`config.mk`:
```
export PLATFORM = sky130hd
export DESIGN_NAME = exe_mdu_ctrl
export DESIGN_NICKNAME = d
export VERILOG_FILES = /design/src/rtl/exe_mdu_ctrl.sv
export SDC_FILE = /design/constraint.sdc
export NUM_CORES = 2
export LEC_CHECK = 0
export CAP_MARGIN = 40
export CORE_MARGIN = 2
export CORE_UTILIZATION = 35
export DETAILED_ROUTE_END_ITERATION = 10
export SLEW_MARGIN = 40
export SYNTH_ARGS = -nofsm -noshare
export SYNTH_HDL_FRONTEND = slang
export SYNTH_SLANG_ARGS = --single-unit
export TNS_END_PERCENT = 1
```
`constraint.sdc`:
```
create_clock -name clk -period 6.4 [get_ports clk]
set_input_delay 0.96 -clock clk [delete_from_list [all_inputs] [get_ports clk]]
set_output_delay 0.96 -clock clk [all_outputs]
set_load 0.03 [all_outputs]
```
`src/rtl/exe_mdu_ctrl.sv`:
```
// Iterative RV64M multiply/divide sequencer: N+1 cycles per op (N=32 word, XLEN full), 1 cycle for special cases.
// Holds upstream via busy/in_ready; the result is held until out_ready. `MDU_ZERO_BYPASS_EN adds zero-multiply early exit.
module exe_mdu_ctrl #(
  parameter int XLEN  = 64,
  parameter int CNT_W = 7
) (
  input  logic            clk,
  input  logic            rst,
  input  logic            in_valid,
  output logic            in_ready,
  input  logic [2:0]      op,
  input  logic            is_word,
  input  logic [XLEN-1:0] op1,
  input  logic [XLEN-1:0] op2,
  input  logic            flush,
  output logic            out_valid,
  input  logic            out_ready,
  output logic [XLEN-1:0] rd_data,
  output logic            busy
);

  localparam int HW = 32;

  localparam logic [2:0] OP_MUL    = 3'd0;
  localparam logic [2:0] OP_MULH   = 3'd1;
  localparam logic [2:0] OP_MULHSU = 3'd2;
  localparam logic [2:0] OP_MULHU  = 3'd3;
  localparam logic [2:0] OP_DIV    = 3'd4;
  localparam logic [2:0] OP_DIVU   = 3'd5;
  localparam logic [2:0] OP_REM    = 3'd6;
  localparam logic [2:0] OP_REMU   = 3'd7;

  typedef enum logic [1:0] {S_IDLE, S_MUL, S_DIV, S_DONE} state_t;

  function automatic logic [XLEN-1:0] f_sext(input logic [HW-1:0] v);
    return {{(XLEN-HW){v[HW-1]}}, v};
  endfunction

  function automatic logic [XLEN-1:0] f_zext(input logic [HW-1:0] v);
    return {{(XLEN-HW){1'b0}}, v};
  endfunction

  state_t           r_state;
  logic [CNT_W-1:0] r_cnt;
  logic [XLEN-1:0]  r_hi;
  logic [XLEN-1:0]  r_lo;
  logic [XLEN-1:0]  r_opa;
  logic [2:0]       r_op;
  logic             r_word;
  logic             r_neg;
  logic             r_neg_rem;
  logic             r_spec;
  logic             r_out_valid;
  logic [XLEN-1:0]  r_rd_data;

  // Operand preparation for the accept cycle.
  logic            w_s1, w_s2, w_n1, w_n2;
  logic [XLEN-1:0] w_x1, w_x2, w_a1, w_a2, w_min;
  logic            w_div0, w_ovf, w_zero_mul, w_spec;
  logic [XLEN-1:0] w_spec_raw, w_spec_res;

  always_comb begin
    w_s1 = (op != OP_MULHU) && (op != OP_DIVU) && (op != OP_REMU);
    w_s2 = w_s1 && (op != OP_MULHSU);
    if (is_word) begin
      w_x1 = w_s1 ? f_sext(op1[HW-1:0]) : f_zext(op1[HW-1:0]);
      w_x2 = w_s2 ? f_sext(op2[HW-1:0]) : f_zext(op2[HW-1:0]);
      w_min = {{(XLEN-HW+1){1'b1}}, {(HW-1){1'b0}}};
    end else begin
      w_x1 = op1;
      w_x2 = op2;
      w_min = {1'b1, {(XLEN-1){1'b0}}};
    end
    w_n1 = w_s1 && w_x1[XLEN-1];
    w_n2 = w_s2 && w_x2[XLEN-1];
    w_a1 = w_n1 ? -w_x1 : w_x1;
    w_a2 = w_n2 ? -w_x2 : w_x2;
    w_div0 = op[2] && (w_x2 == '0);
    w_ovf  = op[2] && w_s1 && (w_x1 == w_min) && (&w_x2);
`ifdef MDU_ZERO_BYPASS_EN
    w_zero_mul = !op[2] && ((w_x1 == '0) || (w_x2 == '0));
`else
    w_zero_mul = 1'b0;
`endif
    w_spec = w_div0 || w_ovf || w_zero_mul;
    // op[1] separates REM/REMU from DIV/DIVU; the overflow quotient is the dividend itself.
    if (w_div0)
      w_spec_raw = op[1] ? w_x1 : '1;
    else if (w_ovf)
      w_spec_raw = op[1] ? '0 : w_x1;
    else
      w_spec_raw = '0;
    w_spec_res = is_word ? f_sext(w_spec_raw[HW-1:0]) : w_spec_raw;
  end

  // One iteration step of each datapath.
  logic [XLEN:0]    w_add, w_rsh, w_trial;
  logic [CNT_W-1:0] w_last;

  always_comb begin
    w_add   = {1'b0, r_hi} + (r_lo[0] ? {1'b0, r_opa} : {(XLEN+1){1'b0}});
    w_rsh   = {r_hi, r_lo[XLEN-1]};
    w_trial = w_rsh - {1'b0, r_opa};
    w_last  = r_word ? CNT_W'(HW-1) : CNT_W'(XLEN-1);
  end

  // Sign correction and result selection once the iterations are finished.
  logic [2*XLEN-1:0] w_p, w_ps;
  logic [XLEN-1:0]   w_q, w_r, w_sel, w_res;

  always_comb begin
    w_p   = r_word ? ({r_hi, r_lo} >> HW) : {r_hi, r_lo};
    w_ps  = r_neg ? -w_p : w_p;
    w_q   = r_neg ? -r_lo : r_lo;
    w_r   = r_neg_rem ? -r_hi : r_hi;
    w_sel = '0;
    case (r_op)
      OP_MUL:                        w_sel = w_ps[XLEN-1:0];
      OP_MULH, OP_MULHSU, OP_MULHU:  w_sel = w_ps[2*XLEN-1:XLEN];
      OP_DIV, OP_DIVU:               w_sel = w_q;
      OP_REM, OP_REMU:               w_sel = w_r;
      default:                       w_sel = '0;
    endcase
    w_res = r_word ? f_sext(w_sel[HW-1:0]) : w_sel;
  end

  always_ff @(posedge clk) begin
    if (rst) begin
      r_state     <= S_IDLE;
      r_cnt       <= '0;
      r_hi        <= '0;
      r_lo        <= '0;
      r_opa       <= '0;
      r_op        <= '0;
      r_word      <= 1'b0;
      r_neg       <= 1'b0;
      r_neg_rem   <= 1'b0;
      r_spec      <= 1'b0;
      r_out_valid <= 1'b0;
      r_rd_data   <= '0;
    end else if (flush) begin
      r_state     <= S_IDLE;
      r_out_valid <= 1'b0;
    end else begin
      case (r_state)
        S_IDLE: begin
          if (in_valid) begin
            r_cnt     <= '0;
            r_op      <= op;
            r_word    <= is_word;
            r_neg     <= w_n1 ^ w_n2;
            r_neg_rem <= w_n1;
            r_spec    <= w_spec;
            r_hi      <= '0;
            if (w_spec) begin
              r_state   <= S_DONE;
              r_rd_data <= w_spec_res;
            end else if (op[2]) begin
              // Word dividends are left-aligned so 32 steps consume all their bits.
              r_state <= S_DIV;
              r_lo    <= is_word ? (w_a1 << HW) : w_a1;
              r_opa   <= w_a2;
            end else begin
              r_state <= S_MUL;
              r_lo    <= w_a2;
              r_opa   <= w_a1;
            end
          end
        end
        S_MUL: begin
          r_hi  <= w_add[XLEN:1];
          r_lo  <= {w_add[0], r_lo[XLEN-1:1]};
          r_cnt <= r_cnt + 1'b1;
          if (r_cnt == w_last) r_state <= S_DONE;
        end
        S_DIV: begin
          r_hi  <= w_trial[XLEN] ? w_rsh[XLEN-1:0] : w_trial[XLEN-1:0];
          r_lo  <= {r_lo[XLEN-2:0], ~w_trial[XLEN]};
          r_cnt <= r_cnt + 1'b1;
          if (r_cnt == w_last) r_state <= S_DONE;
        end
        S_DONE: begin
          // First DONE cycle finalises the result; the handshake can only follow.
          if (!r_out_valid) begin
            r_out_valid <= 1'b1;
            if (!r_spec) r_rd_data <= w_res;
          end else if (out_ready) begin
            r_out_valid <= 1'b0;
            r_state     <= S_IDLE;
          end
        end
        default: r_state <= S_IDLE;
      endcase
    end
  end

  assign in_ready  = (r_state == S_IDLE) && !rst;
  assign busy      = (r_state != S_IDLE);
  assign out_valid = r_out_valid;
  assign rd_data   = r_rd_data;

endmodule

```
Yosys cells after proc, flatten, opt, wreduce, memory -nomap -nowiden:

Index checks and enable logic that the tools add are counted.

* $add $sub $neg: 8
* equality and inequality tests: 24
* mux-type cells: 45
* bitwise operators: 4
* reductions and logical operators: 32

Operators by type and width (number)
* two-way mux 64 bit: 26
* case mux 64 bit (3 select lines): 2
* two-way mux 128 bit: 2
* negator 64 bit: 4
* case mux 64 bit (4 select lines): 1
* negator 128 bit: 1
* case mux 64 bit (2 select lines): 1
* adder 64 x 64 -> 65 bit: 1
* subtractor 65 x 64 -> 65 bit: 1
* equality test 64 bit: 1
* logical NOT 64 bit: 1
* AND reduction 64 bit: 1
* two-way mux 63 bit: 1
* inequality test 2 bit, second input constant: 7
* case mux 7 bit (2 select lines): 1
* equality test 3 bit, second input constant: 4
* two-way mux 2 bit: 6
* AND reduction 4 bit: 3
* logical AND 1 bit: 10
* AND reduction 3 bit: 3
* OR reduction 2 bit: 4
* adder 7 x 1 -> 7 bit, second input constant: 1
* equality test 7 x 6 -> 1 bit: 1
* two-way mux 7 bit: 1
* 20 further kinds: 29

* register bits after elaboration: 273
* input port bits: 137
* output and inout bits: 67
* logic and storage cells: 125

Longest topological paths before layout:

* depth in word-level cells: 14
* depth in mapped cells: 24
* depth with buffers taken out: 15

Worst setup path before layout:

OpenSTA, ideal clock, no wires.

* path kind: register to register
* start point: register r_word
* end point: register r_rd_data[26] (netlist: rd_data[26])
* library setup time: 0.114 ns
* arrival time: 4.697 ns
* data required time: 6.286 ns
* setup slack: 1.589 ns
* cell stages (with the launch flop): 24
* path buffers: 11
* period minus slack after synthesis: 4.811 ns
* cell sequence: dfxtp_1 > buf_4 > buf_6 > buf_6 > buf_6 > buf_6 > buf_2 > buf_2 > buf_2 > buf_2 > buf_2 > buf_2 > mux2i_1 > ha_1 > o221a_2 > nand4_1 > nor4b_4 > or3b_1 > o21ai_1 > xnor2_1 > nor3_2 > nor4_1 > a211oi_1 > a21o_1

* word-level cells in the longest chain between the ends: 8

RTL lines
* from (decl): line 49 `logic r_word;`
* from (signal assigned): line 150 `r_word <= is_word;`
* two-way mux 128 bit (*): line 112 `w_p = r_word ? ({r_hi, r_lo} >> HW) : {r_hi, r_lo};`
* negator 128 bit: line 113 `w_ps = r_neg ? -w_p : w_p;`
* two-way mux 128 bit (*): line 113
* case mux 64 bit (4 select lines) (*): line 117 `case (r_op)`
* two-way mux 64 bit (*): line 124 `w_res = r_word ? f_sext(w_sel[HW-1:0]) : w_sel;`
* two-way mux 64 bit (*): line 186 `if (!r_spec) r_rd_data <= w_res;`
* two-way mux 64 bit (*): line 184 `if (!r_out_valid) begin`
* case mux 64 bit (2 select lines) (*): line 145 `case (r_state)`
* to (signal assigned): line 157 `r_rd_data <= w_spec_res;`
* to (signal assigned): line 186
* to (decl): line 54 `logic [XLEN-1:0] r_rd_data;`

Every way passes the cells marked *; elsewhere a longest branch is shown, timed or not. The select of a mux whose other input is x is not followed.
A chain may end at the register's enable or synchronous reset.

Worst setup path in the final report:

* start point: register r_word
* end point: register r_rd_data[36] (netlist: rd_data[36])

* word-level cells in the longest chain between the ends: 8

RTL lines (line)
* two-way mux 128 bit: 112
* negator 128 bit: 113
* two-way mux 128 bit: 113
* case mux 64 bit (4 select lines): 117
* two-way mux 64 bit (*): 124
* two-way mux 64 bit (*): 186
* two-way mux 64 bit (*): 184
* case mux 64 bit (2 select lines) (*): 145

Marked as above.

==> flow_metrics.tcl <==
set metrics [dict create \
    synth.mux.area_fraction_pct 4.11 \
    nNetsFinal 5509 \
    critPathKind "reg2reg" \
    post-route-min-period_ps 5350 \
    synth_seq_cells 273 \
    die_area_mm2 0.105 \
    clock_path_buffers 3 \
    synth.distinct_cells 120 \
    core_area_mm2 0.102 \
    initialDrtViolationCount 6785 \
    irDropWorstVdd_mv 0.162 \
    syn_nets 5571 \
    synth.top_cells.by_count "nor2_1, nand2_1, a21oi_1" \
    synth_top_family_by_area "compound AO/OA/AOI/OAI gates" \
    core.rowCount 117 \
    end_kind "flop" \
    hold_depth 2 \
    crit_fanout 57 \
    clk_latency_ps 600 \
    pre_cts_ws_ps 972 \
    synth_warnings 0 \
    synth_area_leaders "dfxtp_1, a21oi_1, nor2_1" \
    post-route-period-util_pct 83.5 \
    clock-root-buffer "clkbuf_16" \
    place_area_mm2 0.0392 \
    syn_to_final_growth_pct 12.3 \
    setup_slack_ps 1050 \
    hp-class "reg2reg" \
    yosys.area.top_type "dfxtp_1" \
    drt_wl_total_um 200000 \
    rsz0062_at_grt "no" \
    synthArstFlopShare_pct 0 \
    ios 204 \
    worst_hold_slack_ps 446 \
    final_hold_viol_count 0 \
    drc 0 \
    antenna_found_initial 11 \
    synth-compound-area-share_pct 32.7 \
    yosysTopAreaCellShare_pct 15.2 \
    grtUsageTotal_pct 36.6 \
    post-dp-hpwl_um 156000 \
    numCtsBuffers 36 \
    worst_pin_slew_ps 1020 \
    synthXorXnorAreaFrac_pct 10.0 \
    syn-cell-area_mm2 0.0359 \
    yosysSeqAreaShare_pct 15.2 \
    post_drt_wl_per_cell_um 30.1 \
    synth_edf_count 0 \
    drtPass1Iterations 7 \
    tns_ps 0 \
    grt-ovfl-total 0 \
    postCtsSetupRepairBufs 0 \
    synthAdderAreaFrac_pct 4.99 \
    grt_max_degree 140 \
    clock-sinks 273 \
    die_w_um 324 \
    gp_congestion 1.07 \
    relSlewSlack_pct 31.7 \
    setup_viol 0 \
    dp_cells 6559 \
    max-cap-violations 0 \
    yosysMostFrequentCell "nor2_1" \
    ff2ff_path_depth 12 \
    fp.dieH_um 324 \
    powerDensity_mw_per_mm2 166 \
    hold_buffers 0 \
    fin_util_pct 39.6 \
    finalPower_mw 6.70 \
    p_leak_nw 14.8 \
    grt_pass1_wl_um 284000 \
    grt_pass1_vias 39697 \
    fin_cells 6626 \
    status "completed" \
    stdcell_area_mm2 0.0403 \
    htreeDepth 2 \
    clk_pin_slew_ps 70 \
    cp.arrival_ps 5820 \
    cts_resized 0 \
    setup.worst_path.start_class "flop" \
    antenna_left 0 \
    synthSimpleGateAreaFrac_pct 25.8 \
    avgSynthCellArea_um2 6.78 \
    num_vias 43906 \
    vias_per_cell 6.63 \
    synth_cells 5292 \
    cp.required_ps 6880 \
    finalMaxSlewViolations 0 \
    drive_gt1_share_pct 7.59 \
    io_buffers 203 \
    initial_core_util_pct 35.3 \
    skew_ps 31.6 \
    ys.flop_type "dfxtp_1" \
    max_freq_mhz 187 \
    tritoncts "built" \
]
-- where the power goes --
part	switching, mW	internal [mW]	total [mW]	leakage (nW)
Clock	0.918	1.11	2.03	0.538
Sequential	0.157	1.76	1.92	2.22
Combinational	1.88	0.865	2.75	12.1
-- critical path: stages, from the launching register on --
cell	delay (ps)
dfxtp_4	650
buf_12	340
mux2i_1	540
o211ai_1	360
or4_1	580
nand4bb_1	450
or4b_4	670
nand2_2	160
nor2_1	60
a311oi_1	690
o21ai_0	170
a21oi_1	420
o31ai_2	110
-- kinds of logic after synthesis --
group | after synthesis
flops | 273
mux | 145
xor+xnor | 410
fa+ha+maj | 142
simple gates | 1908
buf+inv | 618
compound gates | 1796
-- cell usage in the layout, fill, tap and decap left out, types with 45 or more instances in the layout --
master	synthesis	final
o31ai_1	63	63
dfxtp_1	273	264
xor2_1	210	209
nand2_1	526	524
buf_4	7	167
o21ai_0	351	349
a211oi_1	118	117
or4_1	45	45
a31oi_1	55	55
xnor2_1	200	197
inv_1	136	133
nor4_1	70	67
a21o_1	88	88
nand4_1	72	72
or3_1	52	52
mux2i_1	127	125
a21oi_1	522	522
nand3_1	102	101
o211ai_1	62	62
nor2_1	583	573
a221oi_1	52	50
a22oi_1	77	77
ha_1	140	136
nor3_1	192	189
clkdlybuf4s50_1	0	200
-- registers in the layout, summed over array words and instances, names as in the netlist --
| name | cells |
|---|---|
| out_valid | 1 |
| r_cnt | 7 |
| r_hi | 64 |
| r_lo | 64 |
| r_neg | 1 |
| r_neg_rem | 1 |
| r_op | 3 |
| r_opa | 64 |
| r_spec | 1 |
| r_state | 2 |
| r_word | 1 |
| rd_data | 64 |
-- cell type report --
cell class	count	area (um^2)
Fill cell	10841	61400
Multi-Input combinational cell	4401	28100
Sequential cell	273	5480
Timing Repair Buffer	377	3420
Tap cell	1368	1710
Clock buffer	52	1010
Inverter	141	529
Clock inverter	11	100
Antenna cell	3	7.51
-- path summary, 6_finish.rpt --
check                            startpoint     endpoint  slack (ps)
worst max-delay path                 r_word  rd_data[36]        1050
worst min-delay path            rd_data[43]  rd_data[43]         450
worst max register to register       r_word  rd_data[36]        1050
worst min register to register  rd_data[43]  rd_data[43]         450
-- per-layer routing --
layer,track usage (%),vias to the layer above,wire length [um]
met5,0,-,126
met4,24.4,18,16500
met3,11.3,723,25100
met2,52.3,3107,79800
met1,47.0,20685,78300
li1,-,19373,-
Note: power is estimated with default switching activity, not from simulation.
